**src/rtl/mem_wb_stage_if.sv**
```systemverilog
// MEM/WB stage bus: instruction fields from EX/MEM + mem_stage read data in,
// registered writeback entry and retire count out.
interface mem_wb_stage_if #(
  parameter int unsigned CNT_W = 32
);
  logic             valid_in;
  logic             stall;
  logic             flush;
  logic             reg_write_in;
  logic [4:0]       rd_in;
  logic [1:0]       wb_sel_in;
  logic [2:0]       funct3_in;
  logic [31:0]      alu_result_in;
  logic [31:0]      mem_data_in;
  logic [31:0]      pc_plus4_in;

  logic             wb_valid;
  logic             wb_reg_write;
  logic [4:0]       wb_rd;
  logic [31:0]      wb_data;
  logic             wb_load_fault;
  logic [CNT_W-1:0] instret;

  // Upstream pipeline / consumer side
  modport master (
    output valid_in, stall, flush, reg_write_in, rd_in, wb_sel_in, funct3_in,
           alu_result_in, mem_data_in, pc_plus4_in,
    input  wb_valid, wb_reg_write, wb_rd, wb_data, wb_load_fault, instret
  );

  // The MEM/WB stage itself
  modport slave (
    input  valid_in, stall, flush, reg_write_in, rd_in, wb_sel_in, funct3_in,
           alu_result_in, mem_data_in, pc_plus4_in,
    output wb_valid, wb_reg_write, wb_rd, wb_data, wb_load_fault, instret
  );
endinterface

```
**src/rtl/mem_wb_stage.sv**
```systemverilog
// MEM/WB pipeline register: load extraction/extension, writeback source
// select, registered writeback entry and retired-instruction counter.
module mem_wb_stage #(
  parameter int unsigned XLEN  = 32,
  parameter int unsigned CNT_W = 32
) (
  input logic           clk,
  input logic           rst,
  mem_wb_stage_if.slave bus
);

  logic [1:0]      off;
  logic [7:0]      byte_v;
  logic [15:0]     half_v;
  logic            ld_bad;
  logic [XLEN-1:0] ld_data;
  logic            is_load;
  logic [XLEN-1:0] data_d;
  logic            we_d;
  logic            fault_d;

  logic             valid_q;
  logic             we_q;
  logic [4:0]       rd_q;
  logic [XLEN-1:0]  data_q;
  logic             fault_q;
  logic [CNT_W-1:0] instret_q;

  assign off = bus.alu_result_in[1:0];

  // Byte/half lane selection, then extension and alignment/legality check
  always_comb begin
    byte_v = bus.mem_data_in[7:0];
    unique case (off)
      2'd0: byte_v = bus.mem_data_in[7:0];
      2'd1: byte_v = bus.mem_data_in[15:8];
      2'd2: byte_v = bus.mem_data_in[23:16];
      2'd3: byte_v = bus.mem_data_in[31:24];
      default: byte_v = bus.mem_data_in[7:0];
    endcase
    half_v  = off[1] ? bus.mem_data_in[31:16] : bus.mem_data_in[15:0];
    ld_bad  = 1'b0;
    ld_data = '0;
    case (bus.funct3_in)
      3'b000: ld_data = {{24{byte_v[7]}}, byte_v};
      3'b100: ld_data = {24'b0, byte_v};
      3'b001: begin
        ld_bad  = off[0];
        ld_data = {{16{half_v[15]}}, half_v};
      end
      3'b101: begin
        ld_bad  = off[0];
        ld_data = {16'b0, half_v};
      end
      3'b010: begin
        ld_bad  = (off != 2'b00);
        ld_data = bus.mem_data_in;
      end
      default: ld_bad = 1'b1;
    endcase
    if (ld_bad) ld_data = '0;
  end

  // Writeback source select and write-enable qualification
  always_comb begin
    is_load = (bus.wb_sel_in == 2'b01);
    case (bus.wb_sel_in)
      2'b00:   data_d = bus.alu_result_in;
      2'b01:   data_d = ld_data;
      2'b10:   data_d = bus.pc_plus4_in;
      default: data_d = '0;
    endcase
    fault_d = bus.valid_in & is_load & ld_bad;
    // x0 is never written; reserved select and bad loads suppress the write
    we_d = bus.valid_in & bus.reg_write_in & (bus.rd_in != 5'd0) & ~(is_load & ld_bad) &
           (bus.wb_sel_in != 2'b11);
  end

  // WB register: flush squashes (rd/data hold), stall holds, else load
  always_ff @(posedge clk or posedge rst) begin
    if (rst) begin
      valid_q   <= 1'b0;
      we_q      <= 1'b0;
      rd_q      <= 5'd0;
      data_q    <= '0;
      fault_q   <= 1'b0;
      instret_q <= '0;
    end else if (bus.flush) begin
      valid_q <= 1'b0;
      we_q    <= 1'b0;
      fault_q <= 1'b0;
    end else if (!bus.stall) begin
      valid_q <= bus.valid_in;
      we_q    <= we_d;
      rd_q    <= bus.rd_in;
      data_q  <= data_d;
      fault_q <= fault_d;
      if (bus.valid_in) instret_q <= instret_q + CNT_W'(1);
    end
  end

  assign bus.wb_valid      = valid_q;
  assign bus.wb_reg_write  = we_q;
  assign bus.wb_rd         = rd_q;
  assign bus.wb_data       = data_q;
  assign bus.wb_load_fault = fault_q;
  assign bus.instret       = instret_q;

endmodule

```
**src/flat_wrapper.sv**
```systemverilog
// flat-port wrapper written by rule: the top's interface ports become plain ports
module mem_wb_stage_flat 
#(
  parameter int unsigned XLEN  = 32,
  parameter int unsigned CNT_W = 32
)
  (clk, rst, bus_valid_in, bus_stall, bus_flush, bus_reg_write_in, bus_rd_in, bus_wb_sel_in, bus_funct3_in, bus_alu_result_in, bus_mem_data_in, bus_pc_plus4_in, bus_wb_valid, bus_wb_reg_write, bus_wb_rd, bus_wb_data, bus_wb_load_fault, bus_instret);
  mem_wb_stage_if #(.CNT_W(CNT_W)) bus_i ();
  input logic clk;
  input logic rst;
  input wire logic [$bits(bus_i.valid_in)-1:0] bus_valid_in;
  input wire logic [$bits(bus_i.stall)-1:0] bus_stall;
  input wire logic [$bits(bus_i.flush)-1:0] bus_flush;
  input wire logic [$bits(bus_i.reg_write_in)-1:0] bus_reg_write_in;
  input wire logic [$bits(bus_i.rd_in)-1:0] bus_rd_in;
  input wire logic [$bits(bus_i.wb_sel_in)-1:0] bus_wb_sel_in;
  input wire logic [$bits(bus_i.funct3_in)-1:0] bus_funct3_in;
  input wire logic [$bits(bus_i.alu_result_in)-1:0] bus_alu_result_in;
  input wire logic [$bits(bus_i.mem_data_in)-1:0] bus_mem_data_in;
  input wire logic [$bits(bus_i.pc_plus4_in)-1:0] bus_pc_plus4_in;
  output wire logic [$bits(bus_i.wb_valid)-1:0] bus_wb_valid;
  output wire logic [$bits(bus_i.wb_reg_write)-1:0] bus_wb_reg_write;
  output wire logic [$bits(bus_i.wb_rd)-1:0] bus_wb_rd;
  output wire logic [$bits(bus_i.wb_data)-1:0] bus_wb_data;
  output wire logic [$bits(bus_i.wb_load_fault)-1:0] bus_wb_load_fault;
  output wire logic [$bits(bus_i.instret)-1:0] bus_instret;
  assign bus_i.valid_in = bus_valid_in;
  assign bus_i.stall = bus_stall;
  assign bus_i.flush = bus_flush;
  assign bus_i.reg_write_in = bus_reg_write_in;
  assign bus_i.rd_in = bus_rd_in;
  assign bus_i.wb_sel_in = bus_wb_sel_in;
  assign bus_i.funct3_in = bus_funct3_in;
  assign bus_i.alu_result_in = bus_alu_result_in;
  assign bus_i.mem_data_in = bus_mem_data_in;
  assign bus_i.pc_plus4_in = bus_pc_plus4_in;
  assign bus_wb_valid = bus_i.wb_valid;
  assign bus_wb_reg_write = bus_i.wb_reg_write;
  assign bus_wb_rd = bus_i.wb_rd;
  assign bus_wb_data = bus_i.wb_data;
  assign bus_wb_load_fault = bus_i.wb_load_fault;
  assign bus_instret = bus_i.instret;
  mem_wb_stage #(.XLEN(XLEN), .CNT_W(CNT_W)) u_core (.clk(clk), .rst(rst), .bus(bus_i));
endmodule
```
**config.mk**
```make
export PLATFORM = sky130hd
export DESIGN_NAME = mem_wb_stage_flat
export DESIGN_NICKNAME = d
export VERILOG_FILES = /design/src/rtl/mem_wb_stage_if.sv /design/src/rtl/mem_wb_stage.sv /design/src/flat_wrapper.sv
export SDC_FILE = /design/constraint.sdc
export NUM_CORES = 1
export LEC_CHECK = 0
export CORE_MARGIN = 2
export CORE_UTILIZATION = 43
export DETAILED_ROUTE_END_ITERATION = 12
export PLACE_DENSITY = 0.78
export SKIP_CTS_REPAIR_TIMING = 1
export SLEW_MARGIN = 25
export SYNTH_ARGS = -nofsm -noshare
export SYNTH_HDL_FRONTEND = slang
export SYNTH_SLANG_ARGS = --single-unit
```
**constraint.sdc**
```tcl
create_clock -name clk -period 2.6 [get_ports clk]
set_clock_uncertainty 0.1 [all_clocks]
set_input_delay 0.39 -clock clk [delete_from_list [all_inputs] [get_ports clk]]
set_output_delay 0.39 -clock clk [all_outputs]
set_load 0.02 [all_outputs]
```
* Word level (Yosys, flattened, before mapping) *
Cells that the tools add are included.

storage, ports and cells
  memory bits (writable) = 0
  output and inout bits = 72
  logic and storage cells = 49
  bits in read-only memories = 0
  input bits = 112
  latch bits = 0
  register bits = 72
  memories kept = 0

cells by class
  order comparisons = 0
  div/mod/pow operators = 0
  muxes and demuxes = 12
  $add $sub $neg = 1
  eq/ne operators = 11
  bitwise gates (word level) = 10
  reductions and logical operators = 9
  multiply operators = 0
  shifts and indexed selects = 0

operators with widths
  operator               number
  $pmux 32 s5            1
  $pmux 32 s3            1
  $add 32x1->32 const B  1
  $mux 32                1
  $pmux 8 s4             1
  $mux 16                1
  $and 1x1->1            7
  $eq 2x2->1 const B     3
  $eq 3x3->1 const B     2
  $mux 1                 6
  $reduce_bool 5->1      1
  $eq 2x1->1 const B     2
  $logic_not 2->1        2
  $reduce_or 2->1        2
  $eq 3x1->1 const B     1
  $eq 3x2->1 const B     1
  $logic_not 3->1        1
  $not 1->1              3
  $pmux 1 s3             1
  $reduce_and 3->1       1
  $ne 2x1->1 const B     1
  $ne 2x2->1 const B     1
  $reduce_and 2->1       1
  $reduce_bool 2->1      1

* Logic depth before layout (Yosys ltp) *
  word-level depth = 9
  gate-level depth with buffers = 7
  gate-level depth less buffers = 5

* Worst setup path before layout *
No wires, ideal clock.

  path type = in2reg
  start point = input port bus_alu_result_in[0]
  end point = register u_core.data_q[10] (netlist: u_core.bus.wb_data[10])
  library setup time = 0.126 ns
  slack = 0.728 ns
  data arrival time = 1.646 ns
  path buffers = 2
  required time = 2.374 ns
  stages = 6
  path through = buf_6 mux2_4 a22oi_4 buf_6 o221ai_1 a221o_1

on the way
  longest elaborated chain between the ends = 5
  elaborated cells on any way between the ends = 10
  classes of those cells = eq/ne (3); mux (5); reduce/logical (2)

ends and longest elaborated chain
  item                                RTL line            RTL
  start, declared                     flat_wrapper.sv:18  input wire logic [$bits(bus_i.alu_result_in)-1:0] bus_alu_result_in;
  $eq 2x2->1 (tied with other cells)  mem_wb_stage.sv:34  unique case (off)
  $pmux 8 s4                          mem_wb_stage.sv:34
  $pmux 32 s5                         mem_wb_stage.sv:44  case (bus.funct3_in)
  $mux 32 (*)                         mem_wb_stage.sv:61  if (ld_bad) ld_data = '0;
  $pmux 32 s3 (*)                     mem_wb_stage.sv:67  case (bus.wb_sel_in)
  end signal, assigned                mem_wb_stage.sv:96  data_q <= data_d;
  end, declared                       mem_wb_stage.sv:25  logic [XLEN-1:0] data_q;

Mark *: on every way between the ends. The rest lies on a longest branch, timed or not.
A chain may end at the register's enable or synchronous reset.

* Worst setup path after layout *
  start point = input port bus_funct3_in[0]
  end point = register u_core.data_q[2] (netlist: u_core.bus.wb_data[2])

on the way
  longest elaborated chain between the ends = 5
  elaborated cells on any way between the ends = 11
  classes of those cells = eq/ne (4); mux (4); reduce/logical (3)

ends and longest elaborated chain
  item                                RTL line            RTL
  start, declared                     flat_wrapper.sv:17  input wire logic [$bits(bus_i.funct3_in)-1:0] bus_funct3_in;
  $eq 3x1->1 (tied with other cells)  mem_wb_stage.sv:44
  $reduce_or 2->1 (no line)           --
  $pmux 1 s3                          mem_wb_stage.sv:44
  $mux 32 (*)                         mem_wb_stage.sv:61
  $pmux 32 s3 (*)                     mem_wb_stage.sv:67

Marked as above.

==> flow_summary.ini <==
[clocking]
cts_root_buf = clkbuf_8
htreeDepth = 3
path_clk_slew_ns = 0.08
cts_made_buffers = 9
insertion_delay_ns = 0.35
cts_tree = yes
cts_sinks = 72
cts_buffer_depth = 2

[logic_synthesis]
synth_area_um2 = 4290
ys_warn_count = 0
syn_area_per_cell_um2 = 9.57
synth-seq-area-share_pct = 42.0
synth.area.top_cells = dfrtp_1, mux2i_1, a221o_1
ys_types = 43
synth_top_cell_by_area = dfrtp_1
yosys_register_bits = 72
async_flop_share_pct = 100
syn_inst = 448
ys.flop_type = dfrtp_1
synth_top_area_share_pct = 42.0
synth_fp_nets = 561
synth_edf_count = 0

[worst_setup_path]
crit_type = primary input to register
crit_path_start_kind = primary input
crit_chain = clkdlybuf4s50_1 -> nor4_1 -> o2111a_1 -> buf_4 -> nand2_1 -> o221ai_1
cp_max_fo = 10
reg2reg_depth = 4
cpMaxStageDelayCell = clkdlybuf4s50_1
slowest_delay_ns = 0.56
arrival_ns = 2.32
worst_setup_path_end_kind = register
crit_required_ns = 2.76

[grt]
top_usage_layer = met2
grtUsageMet3_pct = 5.89
grt_pass1_wl_um = 22000
grt-ovfl-total = 0
antenna_found_initial = 0
groute.layer.met2.usage_pct = 42.9
grt_pass1_vias = 4380
track_usage_pct = 25.2
grt_max_degree = 40
met1_usage_pct = 31.0

[floorplanning]
coreArea_um2 = 9730
start_util_pct = 44.1
die_h_um = 104
die_w_um = 104
ios = 184
rows = 36
die_area_um2 = 10800

[timing]
min_period_ns = 2.16
fin_crit_sh_pct = 83.3
rsz0062_at_grt = false
max_freq_ghz = 0.462
finalHoldViolations = 0
setup_viol = 0
max_slew_margin_pct = 36.5
fin_tns_setup_ns = 0
worst_pin_slew_ns = 0.951
slew_violations = 0

[final_layout]
drive_above_1_share_pct = 8.54
antenna_cells = 0
final_cell_mix = clkdlybuf4s50_1, dfrtp_1, nand2_1
multiInputGateArea_um2 = 2250
finalInstanceArea_um2 = 6510
regArea_um2 = 1800
final_nets = 740
area_growth_syn_to_layout_pct = 51.8
final_common_cell = clkdlybuf4s50_1
final_cells = 765
fillers = 790

[place]
dpl_cell_area_um2 = 6260
gp_congestion = 0.914
place_hpwl_um = 10400
place_inst = 749
io_buffers = 183

[pwr]
total_leakage_power_uw = 0.00278
vdd_drop_max_mv = 0.342
powerDensity_nw_per_um2 = 521

[drt]
drtPass1Iterations = 5
initialDrtViolationCount = 217
wirelength_um = 13500
wl_per_cell_um = 17.7
ant_nets = 0
vias = 4246
drc = 0
vias_per_cell = 5.55

[flow_run]
drv_cap = 0

[run_status]
status = finished clean

[worst_hold_path]
holdCritPathClass = primary input to asynchronous set/reset pin
## final timing paths
path	start	to	slack, ns
worst min register to register	u_core.bus.instret[31]	u_core.bus.instret[31]	0.38
worst max register to register	u_core.bus.instret[6]	u_core.bus.instret[31]	0.64
min in group clk	u_core.bus.instret[31]	u_core.bus.instret[31]	0.38
worst min-delay path	rst	u_core.bus.instret[14]	0.14
worst max-delay path	bus_funct3_in[0]	u_core.bus.wb_data[2]	0.44
max in group asynchronous	rst	u_core.bus.instret[9]	1.68
## synth_stat cells (all sizes together), types with 15 or more instances
| master | n |
|---|---|
| dfrtp | 72 |
| nand2 | 52 |
| nor2 | 41 |
| mux2i | 33 |
| xnor2 | 27 |
| a221o | 25 |
| buf | 24 |
| nand4 | 16 |
| o211ai | 16 |
| a21oi | 15 |
| inv | 15 |
| o221ai | 15 |
## layout make-up
type | count | area share, %
clock inverter | 7 | 1.96
multi-input combinational | 326 | 34.5
clock buffer | 9 | 1.90
inverter | 15 | 0.865
sequential | 72 | 27.7
tap | 133 | 2.56
timing repair buffer | 203 | 30.5
## worst max-delay path, delay by kind of cell
kind            cells  cell delay [ns]
buf+inv             2             0.77
simple gates        2             0.61
compound gates      2             0.55
## power by group
part	leakage, µW	switching [µW]	internal, µW
registers	0.000959	103	1230
logic	0.00169	444	501
clock network	0.000126	468	651
## sequential cells by signal, summed over array words and instances, names as in the netlist
register	flops
u_core.bus.wb_reg_write	1
u_core.bus.wb_rd	5
u_core.bus.instret	32
u_core.bus.wb_load_fault	1
u_core.bus.wb_data	32
u_core.bus.wb_valid	1
## routing by layer
metal / vias to the layer above / wire, µm
met2: 212 / 6620
li1: 1984 / -
met4: 0 / 425
met5: - / 0
met3: 44 / 1060
met1: 2006 / 5440
## cell families after synthesis
logic type | after synthesis | synth area share (%)
AO/OA/AOI/OAI | 87 | 16.2
flip-flops | 72 | 42.0
XOR/XNOR | 31 | 6.33
multiplexers | 43 | 10.4
buffers and inverters | 50 | 5.60
AND/OR/NAND/NOR | 164 | 19.2
adder cells (fa/ha/maj) | 1 | 0.292
## through the flow
step	hold slack, ns	setup slack (ns)	power (µW)	utilization (%)
after floorplan	0.356	0.285	1780	-
after global placement	0.361	0.157	2280	64.4
after detailed placement	0.366	0.0951	2300	64.4
after CTS	0.135	0.470	3410	66.9
after global routing	0.138	0.317	3530	66.9
final	0.144	0.435	3390	66.9
Note: power is estimated with default switching activity, not from simulation.
